--- src/rtl/mem_access_stage.sv ---
// mem_access_stage: LEGv8 memory stage between execute and writeback.
// Takes one operation at a time, runs it over a req/ack data bus with any
// number of wait states, aligns and extends load data, and hands registered
// results to writeback with a single-cycle out_valid pulse.
// Optional build macro: MEM_TIMEOUT_EN adds a bus wait-cycle watchdog that
// aborts a stuck transfer after TIMEOUT cycles and reports bus_error.
module mem_access_stage #(
    parameter int WORD    = 64,
    parameter int TIMEOUT = 255
) (
    input  logic                clk,
    input  logic                rst_n,
    input  logic                in_valid,
    output logic                busy,
    input  logic                mem_read,
    input  logic                mem_write,
    input  logic [1:0]          size,
    input  logic                sign_ext,
    input  logic [WORD-1:0]     alu_result,
    input  logic [WORD-1:0]     store_data,
    input  logic [WORD-1:0]     pc_in,
    input  logic [1:0]          mem_to_reg_in,
    input  logic [10:0]         opcode_in,
    output logic                mem_req,
    output logic                mem_we,
    output logic [WORD-1:0]     mem_addr,
    output logic [WORD/8-1:0]   mem_be,
    output logic [WORD-1:0]     mem_wdata,
    input  logic                mem_ack,
    input  logic [WORD-1:0]     mem_rdata,
    output logic                out_valid,
    output logic [WORD-1:0]     alu_result_out,
    output logic [WORD-1:0]     read_data_out,
    output logic [WORD-1:0]     pc_out,
    output logic [1:0]          mem_to_reg_out,
    output logic [10:0]         opcode_out,
    output logic                misalign_fault,
    output logic                bus_error
);

    localparam int LANES = WORD / 8;
    localparam int OFFW  = $clog2(LANES);

    typedef enum logic [1:0] {IDLE, REQ, DONE} state_t;

    // The watchdog counter is 8 bits wide; an out-of-range TIMEOUT leaves
    // this marker block in the elaborated hierarchy where it is easy to spot.
    if (TIMEOUT < 1 || TIMEOUT > 255) begin : g_timeout_out_of_range
    end

    state_t                 state_q, state_d;
    logic                   mem_req_q, mem_req_d;
    logic                   mem_we_q, mem_we_d;
    logic [WORD-1:0]        mem_addr_q, mem_addr_d;
    logic [LANES-1:0]       mem_be_q, mem_be_d;
    logic [WORD-1:0]        mem_wdata_q, mem_wdata_d;
    logic                   out_valid_q, out_valid_d;
    logic [WORD-1:0]        alu_q, alu_d;
    logic [WORD-1:0]        rdata_out_q, rdata_out_d;
    logic [WORD-1:0]        pc_q, pc_d;
    logic [1:0]             m2r_q, m2r_d;
    logic [10:0]            opc_q, opc_d;
    logic                   misalign_q, misalign_d;
    logic                   bus_err_q, bus_err_d;
    logic [1:0]             size_q, size_d;
    logic                   sign_q, sign_d;
    logic                   load_q, load_d;
`ifdef MEM_TIMEOUT_EN
    logic [7:0]             wait_cnt_q, wait_cnt_d;
`endif

    // Lane decode of the incoming operation (used only at capture time)
    logic [OFFW-1:0]        in_lo;
    logic [OFFW-1:0]        size_mask;
    logic                   in_misalign;
    logic [LANES-1:0]       in_be;
    logic [WORD-1:0]        in_wdata;

    // Load extraction from the bus word using the captured lane/size/sign
    logic [WORD-1:0]        ld_shift;
    logic [WORD-1:0]        ld_keep;
    logic                   ld_msb;
    logic [WORD-1:0]        ld_data;

    // Decode byte-lane offset, alignment, enables and shifted store data
    always_comb begin
        in_lo       = alu_result[OFFW-1:0];
        size_mask   = OFFW'((1 << size) - 1);
        in_misalign = (in_lo & size_mask) != '0;
        in_be       = LANES'(((1 << (1 << size)) - 1) << in_lo);
        in_wdata    = store_data << {in_lo, 3'b000};
    end

    // Right-align returned data, keep 2^size bytes, then sign/zero extend
    always_comb begin
        ld_shift = mem_rdata >> {alu_q[OFFW-1:0], 3'b000};
        ld_keep  = ~({WORD{1'b1}} << (8 << size_q));
        case (size_q)
            2'd0:    ld_msb = ld_shift[7];
            2'd1:    ld_msb = ld_shift[15];
            2'd2:    ld_msb = ld_shift[31];
            default: ld_msb = ld_shift[WORD-1];
        endcase
        ld_data = (ld_shift & ld_keep) | ((sign_q && ld_msb) ? ~ld_keep : '0);
    end

    // Next-state and next-output logic for the IDLE/REQ/DONE sequencer
    always_comb begin
        state_d     = state_q;
        mem_req_d   = mem_req_q;
        mem_we_d    = mem_we_q;
        mem_addr_d  = mem_addr_q;
        mem_be_d    = mem_be_q;
        mem_wdata_d = mem_wdata_q;
        out_valid_d = 1'b0;
        alu_d       = alu_q;
        rdata_out_d = rdata_out_q;
        pc_d        = pc_q;
        m2r_d       = m2r_q;
        opc_d       = opc_q;
        misalign_d  = misalign_q;
        bus_err_d   = bus_err_q;
        size_d      = size_q;
        sign_d      = sign_q;
        load_d      = load_q;
`ifdef MEM_TIMEOUT_EN
        wait_cnt_d  = wait_cnt_q;
`endif
        case (state_q)
            IDLE: begin
                if (in_valid) begin
                    alu_d       = alu_result;
                    pc_d        = pc_in;
                    m2r_d       = mem_to_reg_in;
                    opc_d       = opcode_in;
                    size_d      = size;
                    sign_d      = sign_ext;
                    load_d      = mem_read;
                    rdata_out_d = '0;
                    misalign_d  = 1'b0;
                    bus_err_d   = 1'b0;
                    if (!mem_read && !mem_write) begin
                        state_d     = DONE;
                        out_valid_d = 1'b1;
                    end else if (in_misalign) begin
                        // Faulting access never reaches the bus
                        misalign_d  = 1'b1;
                        state_d     = DONE;
                        out_valid_d = 1'b1;
                    end else begin
                        state_d     = REQ;
                        mem_req_d   = 1'b1;
                        mem_we_d    = mem_write;
                        mem_addr_d  = {alu_result[WORD-1:OFFW], {OFFW{1'b0}}};
                        mem_be_d    = in_be;
                        mem_wdata_d = in_wdata;
`ifdef MEM_TIMEOUT_EN
                        wait_cnt_d  = '0;
`endif
                    end
                end
            end
            REQ: begin
                if (mem_ack) begin
                    state_d     = DONE;
                    out_valid_d = 1'b1;
                    mem_req_d   = 1'b0;
                    mem_we_d    = 1'b0;
                    mem_addr_d  = '0;
                    mem_be_d    = '0;
                    mem_wdata_d = '0;
                    if (load_q) rdata_out_d = ld_data;
                end
`ifdef MEM_TIMEOUT_EN
                else if (int'(wait_cnt_q) + 1 >= TIMEOUT) begin
                    // Give up on the slave; any later ack lands outside REQ
                    state_d     = DONE;
                    out_valid_d = 1'b1;
                    bus_err_d   = 1'b1;
                    mem_req_d   = 1'b0;
                    mem_we_d    = 1'b0;
                    mem_addr_d  = '0;
                    mem_be_d    = '0;
                    mem_wdata_d = '0;
                end else begin
                    wait_cnt_d  = wait_cnt_q + 8'd1;
                end
`endif
            end
            default: begin
                state_d = IDLE;
            end
        endcase
    end

    // State and registered outputs; async reset kills any in-flight request
    always_ff @(posedge clk or negedge rst_n) begin
        if (!rst_n) begin
            state_q     <= IDLE;
            mem_req_q   <= 1'b0;
            mem_we_q    <= 1'b0;
            mem_addr_q  <= '0;
            mem_be_q    <= '0;
            mem_wdata_q <= '0;
            out_valid_q <= 1'b0;
            alu_q       <= '0;
            rdata_out_q <= '0;
            pc_q        <= '0;
            m2r_q       <= '0;
            opc_q       <= '0;
            misalign_q  <= 1'b0;
            bus_err_q   <= 1'b0;
            size_q      <= '0;
            sign_q      <= 1'b0;
            load_q      <= 1'b0;
`ifdef MEM_TIMEOUT_EN
            wait_cnt_q  <= '0;
`endif
        end else begin
            state_q     <= state_d;
            mem_req_q   <= mem_req_d;
            mem_we_q    <= mem_we_d;
            mem_addr_q  <= mem_addr_d;
            mem_be_q    <= mem_be_d;
            mem_wdata_q <= mem_wdata_d;
            out_valid_q <= out_valid_d;
            alu_q       <= alu_d;
            rdata_out_q <= rdata_out_d;
            pc_q        <= pc_d;
            m2r_q       <= m2r_d;
            opc_q       <= opc_d;
            misalign_q  <= misalign_d;
            bus_err_q   <= bus_err_d;
            size_q      <= size_d;
            sign_q      <= sign_d;
            load_q      <= load_d;
`ifdef MEM_TIMEOUT_EN
            wait_cnt_q  <= wait_cnt_d;
`endif
        end
    end

    assign busy           = (state_q != IDLE);
    assign mem_req        = mem_req_q;
    assign mem_we         = mem_we_q;
    assign mem_addr       = mem_addr_q;
    assign mem_be         = mem_be_q;
    assign mem_wdata      = mem_wdata_q;
    assign out_valid      = out_valid_q;
    assign alu_result_out = alu_q;
    assign read_data_out  = rdata_out_q;
    assign pc_out         = pc_q;
    assign mem_to_reg_out = m2r_q;
    assign opcode_out     = opc_q;
    assign misalign_fault = misalign_q;
    assign bus_error      = bus_err_q;

endmodule
--- config.mk ---
export PLATFORM = sky130hd
export DESIGN_NAME = mem_access_stage
export DESIGN_NICKNAME = d
export VERILOG_FILES = /design/src/rtl/mem_access_stage.sv
export SDC_FILE = /design/constraint.sdc
export NUM_CORES = 1
export LEC_CHECK = 0
export BUFFER_PORTS_ARGS = -buffer_cell sky130_fd_sc_hd__buf_2
export CORE_AREA = 2 2 243 245
export DETAILED_ROUTE_END_ITERATION = 12
export DIE_AREA = 0 0 245 247
export GPL_TIMING_DRIVEN = 0
export PLACE_DENSITY = 0.54
export SYNTH_ARGS = -nofsm -noshare
export SYNTH_HDL_FRONTEND = slang
export SYNTH_SLANG_ARGS = --single-unit
--- constraint.sdc ---
create_clock -name clk -period 2.9 [get_ports clk]
set_clock_uncertainty 0.05 [all_clocks]
set_input_delay 0.58 -clock clk [delete_from_list [all_inputs] [get_ports clk]]
set_output_delay 0.58 -clock clk [all_outputs]
set_load 0.02 [all_outputs]
==> impl_metrics.json <==
{
  "ios": 625,
  "yosysUniqueCellTypes": 57,
  "total_power_uw": 18810,
  "yosysSeqAreaShare_pct": 51.75,
  "final_nets": 2454,
  "hold_start": "sign_ext",
  "synth_xor_area_share_pct": 0,
  "setup_ws_ns": 0.04825,
  "crit_path_end_kind": "register",
  "netlist_area_um2": 16830,
  "synth-simple-area-share_pct": 9.615,
  "ys_async_sr_fraction_pct": 100.0,
  "holdPathStages": 3,
  "track_usage_pct": 22.04,
  "cts_setup_buffers": 0,
  "cts_tree": "built",
  "period_needed_ns": 2.852,
  "slowest_delay_ns": 0.86,
  "slew_headroom_pct": 18.13,
  "synth_top_family_by_area": "multiplexers",
  "clock-root-buffer": "clkbuf_16",
  "hold_viol_final": 0,
  "grt_pass1_vias": 15365,
  "slew_viol_final": 0,
  "num_vias": 15072,
  "ir_worst_vdd_mv": 0.6037,
  "die_w_um": 245,
  "route.met2.wl_um": 33650,
  "synth_top_area_cell": "dfrtp_1",
  "fmax_mhz": 350.7,
  "ff2ff_setup_slack_ns": 0.05,
  "core_area_um2": 58240,
  "p_per_area_nw_per_um2": 841.4,
  "met1_length_um": 28600,
  "synth_fa_ha_area_share_pct": 0,
  "antenna_left": 0,
  "dieArea_um2": 60520,
  "cap_violations": 0,
  "syn_area_per_cell_um2": 11.16,
  "cts.sinks": 348,
  "synth_top_flop_cell": "dfrtp_1",
  "path_max_fanout": 10,
  "dr.pass1.iters": 5,
  "cts_buffers": 41,
  "rr_worst_depth": 6,
  "status": "finished clean",
  "synth.most_common_cell": "dfrtp_1",
  "fillers": 5854,
  "clock_latency_ns": 0.57,
  "antenna_found_initial": 8,
  "crit_slowest_cell": "a2111oi_1",
  "synthCells": 1508,
  "ys_top_cells_by_count": "dfrtp_1, nand2_1, mux2_2",
  "viasPerCell": 5.051,
  "drive_gt1_share_pct": 43.32,
  "synthTopCellsByArea": "dfrtp_1, mux2_2, mux2i_1, nand2_1, o21ai_0",
  "muxShareOfSynthArea_pct": 21.33,
  "period_share_pct": 98.34,
  "met3WireLength_um": 4790,
  "whs_endpoint": "sign_q",
  "rsz0062_at_grt": "false",
  "top_layer": "met5",
  "setup_viol": 0,
  "rr_endpoint": "read_data_out[8]",
  "drc_errors": 0,
  "hold_path_class": "primary input to register",
  "path_class": "register to register",
  "worstReg2RegStart": "state_q[0]",
  "wl_um": 68960,
  "dp_slack_ns": -0.9079,
  "dp.final_hpwl_um": 54160,
  "start_kind": "register",
  "cts_buffer_depth": 3,
  "grt_overflow": 0,
  "portBuffers": 618,
  "die_height_um": 247,
  "cts.clk_slew.worst_paths_ns": 0.06,
  "p_leak_uw": 0.01084,
  "synth_compound_area_share_pct": 13.53,
  "arrival_ns": 3.19,
  "area_growth_pct": 32.87,
  "path_cells": "buf_2 > and3_1 > o21ai_0 > clkbuf_2 > a2111oi_1 > nor3_1",
  "worstPathRequired_ns": 3.24,
  "start_util_pct": 28.89,
  "synth-edff-count": 0,
  "grt_start_max_net_pins": 113,
  "finalWeightedCongestion": 0.9199,
  "routedWlPerCell_um": 23.11,
  "yosysWarnings": 0,
  "ys_seq_elements": 348,
  "synth_top_area_share_pct": 51.75,
  "worst_pin_slew_ns": 1.218,
  "cts_htree_levels": 2,
  "grt_pass1_wl_um": 100500,
  "rows": 89,
  "drtIter0Drc": 986
}
worst max path at each step:
stage	from	end	slack [ns]	cells past startpoint
after detailed placement	in_valid	mem_wdata[26]	-0.91	8
after global placement	rst_n	mem_wdata[8]	-5.72	1
after global routing	state_q[0]	mem_wdata[35]	0.005	8
final	state_q[0]	read_data_out[8]	0.05	6
after CTS	state_q[0]	read_data_out[56]	-0.01	7
after floorplan	size[0]	mem_wdata[39]	0.69	7
logic make-up after synthesis:
kind of cell	count (synthesis)
AOI/OAI and AO/OA	352
buffers and inverters	135
DFF	348
muxes	301
other	1
and+or+nand+nor	371
state kept, by name, summed over array words and instances (netlist names):
register,flops
alu_result_out,64
opcode_out,11
pc_out,64
misalign_fault,1
mem_we,1
out_valid,1
sign_q,1
state_q,2
size_q,2
read_data_out,64
mem_addr,61
mem_to_reg_out,2
mem_be,8
mem_req,1
load_q,1
mem_wdata,64
report_power, final:
group / switching [uW] / total [uW] / internal [uW]
Clock: 2140 / 5100 / 2960
Sequential: 672 / 6710 / 6040
Combinational: 4490 / 7010 / 2520
final cells by class:
type	instances	area [um^2]	area share (%)
flip-flops and latches	348	8708	38.95
repair buffers	622	3196	14.29
clock inverters	17	172.7	0.7723
inverters	6	22.52	0.1007
diodes	4	10.01	0.04477
plain buffers	129	609.3	2.725
clock buffers	57	1146	5.126
well taps	773	967.2	4.326
multi-input cells	1028	7526	33.66
cells in the final DEF, fill, tap and decap left out, types with 29 or more instances in the layout:
| master | instances |
|---|---|
| nor2_1 | 38 |
| clkbuf_16 | 41 |
| a21oi_1 | 38 |
| nand2_1 | 244 |
| clkbuf_1 | 68 |
| mux2i_1 | 110 |
| o21ai_1 | 35 |
| mux2_2 | 160 |
| o21ai_0 | 141 |
| buf_2 | 658 |
| nand3_1 | 29 |
| dfrtp_1 | 348 |
| mux4_2 | 30 |
routing by layer:
metal / track usage, % / vias up
met3: 5.025 / 118
met4: 6.600 / 6
li1: - / 6772
met2: 37.41 / 653
met5: 0 / -
met1: 27.95 / 7523
timing repair:
item,4_1_cts,5_1_grt
endpoints found under the hold margin,70,0
resized for setup,4,8
setup endpoints to repair,117,47
pin swaps,0,0
hold buffers,1,0
worst max-delay path: cells and delay by family, from the launching register on:
kind / cells / cell delay, ns
compound gates: 2 / 1.13
buf+inv: 2 / 0.61
simple gates: 2 / 0.48
flops: 1 / 0.39
stage by stage:
step                utilization (%)  instances  TNS (ns)  hold slack, ns  area [um^2]
global placement              35.88       2902  -2032.62          0.4059        20900
detailed placement            36.04       2905    -70.53          0.4090        20990
global route                  38.38       2983         0          0.1641        22360
CTS                           38.35       2980  -0.05710          0.1299        22330
finish                        38.39       2984         0          0.1763        22360
floorplan                         -       1511         0          0.2344        16840
Note: power is estimated with default switching activity, not from simulation.
